===== src/rtl/bsg_nonsynth_dpi_fifo_arbiter.sv =====
// bsg_nonsynth_dpi_fifo_arbiter
//   Shares one consumer valid/ready channel between els_p producer streams.
//   Round-robin with bursts of up to max_burst_p beats per grant. A beat that
//   is presented but stalled locks the grant until it is accepted. Producer
//   protocol is checked while locked (no retraction, stable data), and
//   accepted beats are counted per channel.
//
// Ports:
//   clk_i       clock
//   reset_n_i   asynchronous active-low reset
//   v_i         per-channel valid
//   data_i      per-channel data, channel k at [k*width_p +: width_p]
//   ready_o     per-channel ready, only the selected channel can be 1
//   v_o         valid to consumer
//   data_o      data to consumer
//   ready_i     consumer ready
//   grant_id_o  selected channel (meaningful when v_o=1)
//   error_o     sticky producer-protocol violation flag
//   beats_o     per-channel accepted-beat counters, channel k at [k*cnt_width_p +: cnt_width_p]
module bsg_nonsynth_dpi_fifo_arbiter #(
  parameter int els_p       = 4,
  parameter int width_p     = 32,
  parameter int max_burst_p = 4,
  parameter int cnt_width_p = 16,
  localparam int lg_els_lp  = (els_p > 1) ? $clog2(els_p) : 1
) (
  input  logic                         clk_i,
  input  logic                         reset_n_i,
  input  logic [els_p-1:0]             v_i,
  input  logic [els_p*width_p-1:0]     data_i,
  output logic [els_p-1:0]             ready_o,
  output logic                         v_o,
  output logic [width_p-1:0]           data_o,
  input  logic                         ready_i,
  output logic [lg_els_lp-1:0]         grant_id_o,
  output logic                         error_o,
  output logic [els_p*cnt_width_p-1:0] beats_o
);

  if (els_p < 2 || max_burst_p < 1) begin : g_param_check
    $fatal(1, "bsg_nonsynth_dpi_fifo_arbiter: need els_p >= 2 and max_burst_p >= 1");
  end

  localparam int bw_lp = (max_burst_p > 1) ? $clog2(max_burst_p) : 1;
  localparam int unsigned els_lp = els_p;

  typedef enum logic [1:0] {IDLE, BURST, LOCK} state_e;

  state_e                 state_r, state_n;
  logic [lg_els_lp-1:0]   gnt_r, gnt_n;
  logic [lg_els_lp-1:0]   rr_ptr_r, rr_ptr_n;
  logic [bw_lp-1:0]       burst_cnt_r, burst_cnt_n;
  logic [width_p-1:0]     data_lock_r, data_lock_n;
  logic [cnt_width_p-1:0] beats_r [els_p];

  logic [lg_els_lp-1:0]   sel, sel_rr;
  logic [width_p-1:0]     gnt_data;
  logic [bw_lp:0]         n;
  logic                   found, hold, retract, data_err, hs, cont_burst;
  int unsigned            idx;

  // Wrap by compare so non-power-of-2 channel counts wrap correctly.
  function automatic logic [lg_els_lp-1:0] inc_mod(input logic [lg_els_lp-1:0] x);
    return (int'(x) == els_p - 1) ? '0 : x + 1'b1;
  endfunction

  // Round-robin search starting at rr_ptr_r; falls back to rr_ptr_r if nobody is valid.
  always_comb begin
    sel_rr = rr_ptr_r;
    found  = 1'b0;
    idx    = 0;
    for (int unsigned i = 0; i < els_lp; i++) begin
      idx = int'(rr_ptr_r) + i;
      if (idx >= els_lp) idx = idx - els_lp;
      if (!found && v_i[lg_els_lp'(idx)]) begin
        sel_rr = lg_els_lp'(idx);
        found  = 1'b1;
      end
    end
  end

  // Selection and combinational datapath.
  always_comb begin
    retract  = (state_r == LOCK) && !v_i[gnt_r];
    hold     = ((state_r == LOCK) && !retract) || ((state_r == BURST) && v_i[gnt_r]);
    sel      = hold ? gnt_r : sel_rr;
    v_o      = v_i[sel];
    data_o   = data_i[sel*width_p +: width_p];
    ready_o  = '0;
    ready_o[sel] = ready_i;
    hs       = v_o & ready_i;
    gnt_data = data_i[gnt_r*width_p +: width_p];
    data_err = (state_r == LOCK) && !retract && (gnt_data != data_lock_r);
    grant_id_o = sel;
  end

  // Next-state logic.
  always_comb begin
    state_n     = state_r;
    gnt_n       = gnt_r;
    rr_ptr_n    = rr_ptr_r;
    burst_cnt_n = burst_cnt_r;
    data_lock_n = data_lock_r;
    cont_burst  = (state_r != IDLE) && (sel == gnt_r);
    n           = cont_burst ? ({1'b0, burst_cnt_r} + 1'b1) : (bw_lp+1)'(1);
    if (hs) begin
      if (n == (bw_lp+1)'(max_burst_p)) begin
        state_n     = IDLE;
        rr_ptr_n    = inc_mod(sel);
        burst_cnt_n = '0;
      end else begin
        state_n     = BURST;
        gnt_n       = sel;
        burst_cnt_n = n[bw_lp-1:0];
      end
    end else if (v_o) begin
      state_n     = LOCK;
      gnt_n       = sel;
      data_lock_n = data_o;
      burst_cnt_n = cont_burst ? burst_cnt_r : '0;
    end else begin
      // Covers retraction with no other requester: release and skip past the holder.
      state_n     = IDLE;
      burst_cnt_n = '0;
      if (state_r != IDLE) rr_ptr_n = inc_mod(gnt_r);
    end
  end

  always_ff @(posedge clk_i or negedge reset_n_i) begin
    if (!reset_n_i) begin
      state_r     <= IDLE;
      gnt_r       <= '0;
      rr_ptr_r    <= '0;
      burst_cnt_r <= '0;
      data_lock_r <= '0;
      error_o     <= 1'b0;
    end else begin
      state_r     <= state_n;
      gnt_r       <= gnt_n;
      rr_ptr_r    <= rr_ptr_n;
      burst_cnt_r <= burst_cnt_n;
      data_lock_r <= data_lock_n;
      error_o     <= error_o | retract | data_err;
    end
  end

  always_ff @(posedge clk_i or negedge reset_n_i) begin
    if (!reset_n_i) begin
      for (int unsigned k = 0; k < els_lp; k++) beats_r[k] <= '0;
    end else if (hs) begin
      beats_r[sel] <= beats_r[sel] + 1'b1;
    end
  end

  for (genvar k = 0; k < els_p; k++) begin : g_beats
    assign beats_o[k*cnt_width_p +: cnt_width_p] = beats_r[k];
  end

endmodule

===== config.mk =====
export PLATFORM = sky130hd
export DESIGN_NAME = bsg_nonsynth_dpi_fifo_arbiter
export DESIGN_NICKNAME = d
export VERILOG_FILES = /design/src/rtl/bsg_nonsynth_dpi_fifo_arbiter.sv
export SDC_FILE = /design/constraint.sdc
export NUM_CORES = 1
export LEC_CHECK = 0
export ABC_AREA = 0
export BUFFER_PORTS_ARGS = -buffer_cell sky130_fd_sc_hd__buf_2
export CAP_MARGIN = 25
export CORE_MARGIN = 4
export CORE_UTILIZATION = 40
export DETAILED_ROUTE_END_ITERATION = 10
export GPL_ROUTABILITY_DRIVEN = 0
export PLACE_DENSITY = 0.7
export SLEW_MARGIN = 20
export SYNTH_ARGS = -nofsm -noshare
export SYNTH_HDL_FRONTEND = slang
export SYNTH_SLANG_ARGS = --single-unit

===== constraint.sdc =====
create_clock -name clk_i -period 9.9 [get_ports clk_i]
set_clock_uncertainty 0.15 [all_clocks]
set_input_delay 2.475 -clock clk_i [delete_from_list [all_inputs] [get_ports clk_i]]
set_output_delay 2.475 -clock clk_i [all_outputs]
set_load 0.02 [all_outputs]

==> results of run 1 <==
[area by class of cell]
class	instances	area [um2]
Clock buffer	9	225
Clock inverter	7	77.6
Fill cell	1651	8560
Inverter	6	23.8
Multi-Input combinational cell	608	4290
Sequential cell	105	2630
Tap cell	225	282
Timing Repair Buffer	252	1330
[Yosys cell counts, types with 2 or more instances]
library cell  number  share of area
a22oi_2            2         0.0035
nor2b_1            2         0.0017
a32oi_2            6          0.014
nand2_1          180          0.094
buf_1             14         0.0073
nand3_1           12         0.0084
and3_1            34          0.030
mux2_2            43          0.067
o21ai_0            3         0.0021
nor4_2             3         0.0052
and2_1            10         0.0087
nor2_1            63          0.033
buf_2             14         0.0098
buf_6              2         0.0031
dfrtp_1          105           0.37
mux2i_1           10          0.014
nor3_1             5         0.0035
a32oi_1            2         0.0024
nand4_1            5         0.0044
inv_1              5         0.0026
xnor2_1           25          0.031
and3b_1            2         0.0024
or2_2              2         0.0017
a31oi_1           36          0.031
xor2_1            25          0.031
a21oi_1           72          0.050
clkbuf_1          25          0.013
a32oi_4            2         0.0077
mux4_2            33           0.10
ha_1               7          0.012
nor4_1             6         0.0052
[sequential cells by signal, summed over array words and instances, names as in the netlist]
register,cells
beats_o,64
data_lock_r,32
burst_cnt_r,2
gnt_r,2
rr_ptr_r,2
state_r,2
error_o,1
[per-stage QoR]
step,area (um2),utilization,std cells,hold slack [ps]
detailed placement,8530,0.490,1195,348
floorplan,7180,-,775,351
global placement,8510,0.489,1194,305
global route,8860,0.509,1212,366
finish,8860,0.509,1212,356
CTS,8830,0.507,1211,357
[critical path: stages]
cell	delay, ps
buf_2	140
mux4_2	550
and2_4	180
o41ai_4	230
buf_4	570
clkinv_2	160
mux2i_1	150
mux2i_1	610
buf_2	290
[cell families after synthesis]
| family | count (synthesis) | share of synthesized area |
|---|---|---|
| AOI/OAI and AO/OA | 134 | 0.129 |
| xor gates and xnor gates | 50 | 0.0610 |
| adders and majority gates | 7 | 0.0122 |
| buffers and inverters | 62 | 0.0375 |
| DFF | 105 | 0.366 |
| muxes | 86 | 0.185 |
| and+or+nand+nor | 331 | 0.210 |
[placed cells by master (no fill, tap or decap), types with 6 or more instances in the layout]
master,synthesis,final
buf_2,14,237
mux4_2,33,33
a32oi_2,6,6
and2_1,10,10
nand3_1,12,12
dfrtp_1,105,104
ha_1,7,7
mux2i_1,10,10
mux2_2,43,43
xnor2_1,25,25
and3_1,34,34
nand2_1,180,180
xor2_1,25,25
a31oi_1,36,35
nor4_1,6,6
buf_4,1,13
nor2_1,63,63
a21oi_1,72,72
clkbuf_16,0,9
[final timing paths]
kind | slack [ps] | endpoint | from
hold / removal | 360 | error_o | error_o
max in group asynchronous | 6740 | beats_o[26] | reset_n_i
setup / recovery | 1910 | v_o | v_i[3]
hold reg to reg | 360 | error_o | error_o
min in group asynchronous | 1890 | data_lock_r[16] | reset_n_i
setup reg to reg | 5540 | beats_o[1] | gnt_r[1]
[layer usage]
layer / vias up / global-route usage / wire (um)
met5: - / 0 / 0
met4: 0 / 0.0894 / 664
met3: 46 / 0.0558 / 2140
met2: 322 / 0.365 / 10800
met1: 3241 / 0.282 / 9060
li1: 3164 / - / -
==> metrics.txt, run 1 <==
CTS root buffer clkbuf_16; CTS H-tree depth 3; CTS buffer count 9; RSZ-0062 raised after global routing false; DRC 0; initial antenna violation count 0; ys flop type dfrtp_1; Tot GR Track Use 0.222; Post-CTS Setup Bufs 0; Worst EP arrival 5360 ps; Die Wd 142 um; antenna-violating nets left 0; CP Data Required Time 7280 ps; drt wl/cell 18.7 um; Distinct cells, synth 51; starting utilization of the core area 0.412; Syn Inst Count 775; final hold violations 0; hold depth 1; via count 6773; Max FO, Critical Path 61; yosys warns 0; slew margin rel. 0.414; Core ar. 0.0174 mm2; num rows 48; Die ar. 0.0201 mm2; initial DRC count 407; period utilization 0.807; hpwl dp 16700 um; class of the worst hold path flip-flop to flip-flop; Synth Area per Inst 9.26 um2; EDFF count, synth 0; Via-to-Cell Ratio 5.59; DP Worst Slack 1920 ps; share of layout cells above drive strength 1 0.377; clk slew on worst S/H paths 80 ps; startpoint types input port; fmax 125 MHz; Resized cells post-CTS 0; area grow syn2layout 23.4%; Final setup viols 0; first drt pass iteration count 5; Clock Path Buffers 2; n_diodes 0; Slew Limit Fails 0; number of hold buffers added after cts 0; fin worst setup slack 1910 ps; Max Cap Viol 0; setup_tns 0 ps; largest net degree at the start of global routing 75; CP endpoint kind output pin; global route total overflow 0; Worst-Margin Slew 879 ps; final wirelength 22700 um; R2R cell count 8; Chip Height 142 um; PortBufs 238; first-pass GRT wire length 36000 um; FF+latch count, synth 105; Clock Latency Late Sink 350 ps; # clock sinks 105; vias in the first global route 6894; min cycle time layout 7990 ps; FFs w/ async S/R, synth 1.00; run status completed; TritonCTS clock tree built; post-synthesis cell area 0.00718 mm2; Post-Syn Nets 917; NumNets Final 1124; sequential fraction of the synthesis area 0.366; kind of critical path input port to output pin; Ports 239
Power of run 1 is not shown: default switching activity piles up to over one toggle a cycle in this logic, so the estimate is an artifact.
==> run 2: changes to the inputs <==
- clock period: 9.9 -> 8.1 ns (I/O delays scaled with it)
==> metrics.txt, run 2 (synthesis gave the netlist of run 1 again) <==
CP Data Required Time 5930 ps; Via-to-Cell Ratio 5.50; max reg flops 64; met1 usage 0.281; Die ar. 0.0201 mm2; Worst Hold End error_o; Slew Limit Fails 0; slew margin rel. 0.424; PortBufs 238; Core ar. 0.0174 mm2; # clock sinks 105; Max FO, Critical Path 55; GRT met2 Usage 0.364; min cycle time layout 7020 ps; global route total overflow 0; fmax 142 MHz; CTS buffer count 9; Resized cells post-CTS 0; FILL cells 1631; CTS H-tree depth 3; CTS root buffer clkbuf_16; setup_tns 0 ps; reg2reg setup slack 3630 ps; Final setup viols 0; share of layout cells above drive strength 1 0.377; Max Cap Viol 0; final hold violations 0; num rows 48; period utilization 0.867; clk slew on worst S/H paths 70 ps; antenna-violating nets left 0; busiest grt layer met2; RSZ-0062 raised after global routing false; number of hold buffers added after cts 0; Die Wd 142 um; worst hold start error_o; Tot GR Track Use 0.221; Layout Cells excl Fill 1212; DP Worst Slack 1020 ps; first drt pass iteration count 5; Worst-Margin Slew 865 ps; n_diodes 0; largest net degree at the start of global routing 102; area grow syn2layout 23.5%; M3 GR Usage 0.0595; R2R cell count 11; final wirelength 22800 um; RR Startpoint gnt_r[0]; DP Area 0.00852 mm2; most frequent cells in the layout buf_2 (237), nand2_1 (180), dfrtp_1 (104); Clock Latency Late Sink 360 ps; commonest non-fill, non-tap cell in the layout buf_2; TritonCTS clock tree built; starting utilization of the core area 0.412; run status completed; Post-CTS Setup Bufs 0; vias in the first global route 6572; Ports 239; hpwl dp 16500 um; hold depth 1; Post-Layout Inst Area 0.00886 mm2; Chip Height 142 um; Post-Place Cells 1195; class of the worst hold path flip-flop to flip-flop; initial DRC count 411; Worst EP arrival 4840 ps; DRC 0; Reg-to-Reg End beats_o[63]; initial antenna violation count 0; kind of critical path input port to output pin; via count 6665; fin worst setup slack 1080 ps; first-pass GRT wire length 35600 um; Clock Path Buffers 2; drt wl/cell 18.8 um; startpoint types input port; NumNets Final 1125; CP endpoint kind output pin
[run 2: final cells by class]
class,count,area (um2),area share
multi-input cells,608,4290,0.485
well taps,225,282,0.0318
clock inverters,6,75.1,0.00847
repair buffers,253,1330,0.150
flip-flops and latches,105,2630,0.297
clock buffers,9,225,0.0254
inverters,6,23.8,0.00268
[run 2: worst max-delay path by stage]
stage	endpoint	slack [ps]	from
3_5_place_dp	data_o[8]	1020	v_i[3]
6_report	data_o[9]	1080	v_i[3]
4_1_cts	data_o[8]	1020	v_i[3]
3_3_place_gp	data_o[8]	1130	v_i[3]
5_1_grt	data_o[21]	920	v_i[3]
2_1_floorplan	data_o[0]	1180	v_i[3]
[run 2: worst max-delay path, stage by stage]
cell and delay, ps:
buf_2 140, mux4_2 540, and2_4 180, o41ai_4 250, clkinv_2 690, buf_4 460, nand2_1 80, and3_1 150
a31oi_1 60, buf_2 230
[run 2: stage by stage]
stage,hold slack (ps),util
floorplan,351,-
global placement,309,0.489
detailed placement,313,0.489
CTS,330,0.506
global route,341,0.509
finish,333,0.509
[run 2: metal layers]
metal	share of wire	routed length (um)
met1	0.40	9010
met2	0.48	11000
met3	0.099	2250
met4	0.023	514
met5	0	0
Power of run 2 is left out for the same reason.
==> run 3: changes to the inputs <==
- CORE_ASPECT_RATIO: default -> 1.4
==> metrics.txt, run 3 (synthesis gave the netlist of run 1 again) <==
reg2reg setup slack 3630 ps; area grow syn2layout 23.4%; drt wl/cell 19.1 um; Clock Latency Late Sink 350 ps; CTS H-tree depth 3; initial antenna violation count 1; final wirelength 23400 um; vias in the first global route 6884; kind of critical path input port to output pin; Post-CTS Setup Bufs 0; Layout Cells excl Fill 1225; setup_tns 0 ps; Bufs and invs on worst path 4; Max Cap Viol 0; Worst-Margin Slew 887 ps; Worst Hold End error_o; CP peak stage delay 660 ps; final hold violations 0; commonest non-fill, non-tap cell in the layout buf_2; TritonCTS clock tree built; RSZ-0062 raised after global routing false; max reg flops 64; share of layout cells above drive strength 1 0.377; Post-Place Cells 1209; global route total overflow 0; startpoint types input port; CP Data Required Time 5930 ps; most numerous cell on the critical path buf_2; Resized cells post-CTS 0; num rows 57; CTS buffer count 9; first drt pass iteration count 5; CP top delay family buffers and inverters; Reg-to-Reg End beats_o[46]; FILL cells 1677; Ports 239; period utilization 0.858; Tot GR Track Use 0.225; crit path from v_i[3]; Slew Limit Fails 0; R2R cell count 12; most frequent cells in the layout buf_2 (237), nand2_1 (180), dfrtp_1 (104); Clock Path Buffers 2; Chip Height 166 um; number of hold buffers added after cts 0; PortBufs 238; CP endpoint kind output pin; DRC 0; slowest CP cell clkinv_2; slew margin rel. 0.409; run status completed; Die ar. 0.0202 mm2; via count 6892; largest net degree at the start of global routing 71; Core ar. 0.0175 mm2; worst-path cell chain buf_2 -> mux4_2 -> and2_4 -> o41ai_4 -> clkinv_2 -> buf_4 -> nand2_1 -> and3_1 -> a31oi_1 -> buf_2; n_diodes 0; fmax 144 MHz; # clock sinks 105; NumNets Final 1126; clk slew on worst S/H paths 70 ps; hpwl dp 17400 um; first-pass GRT wire length 36500 um; antenna-violating nets left 0; starting utilization of the core area 0.411; Max FO, Critical Path 55; min cycle time layout 6950 ps; Die Wd 121 um; initial DRC count 377; Worst EP arrival 4770 ps; hold depth 1; class of the worst hold path flip-flop to flip-flop; Via-to-Cell Ratio 5.63; RR Startpoint gnt_r[0]; Final setup viols 0; CTS root buffer clkbuf_16; worst hold start error_o
run 3: cell count changes in the layout (fill, tap and decap cells not counted), sizes merged:
cell	delta
bufinv	-1
clkinv	+3
buf	+1
inv	-1
run 3: worst register-to-register path, cell delays in order (launching register included):
cell,delay [ps]
dfrtp_1,390
mux4_2,580
and2_4,180
o41ai_4,250
buf_4,630
buf_4,480
nand2_1,160
a22oi_4,320
ha_1,300
nand4_2,230
nor4b_2,310
xnor2_1,240
a21oi_1,130
run 3: layer usage:
layer	part of all wire	wire [um]	vias up	global-route usage
met4	0.037	860	2	0.0951
met1	0.37	8730	3307	0.274
li1	-	-	3163	-
met3	0.092	2150	51	0.0461
met2	0.50	11600	369	0.385
met5	0.00056	13	-	0
run 3: final cells by class:
cell class / count / area, um2 / share of cell area
tap: 236 / 295 / 0.0333
timing repair buffer: 254 / 1310 / 0.148
inverter: 6 / 23.8 / 0.00268
clock buffer: 9 / 225 / 0.0254
multi-input combinational: 608 / 4290 / 0.485
clock inverter: 7 / 75.1 / 0.00848
sequential: 105 / 2630 / 0.297
run 3: worst max-delay path by stage:
stage               cells past startpoint  slack (ps)         end
CTS                                    10        1200  data_o[12]
floorplan                               9        1180   data_o[0]
global placement                       10        1270  data_o[18]
global route                           10         980  data_o[12]
detailed placement                     10        1180  data_o[12]
finish                                 10        1150  data_o[12]
run 3: stage by stage:
step	hold WS (ps)	worst slack [ps]	util	instance area [um2]
after floorplan	351	1180	-	7180
after global placement	301	1270	0.490	8560
after detailed placement	339	1180	0.490	8560
after CTS	355	1200	0.507	8860
after global routing	374	982	0.507	8860
final	344	1150	0.507	8860
Power of run 3 is left out for the same reason.
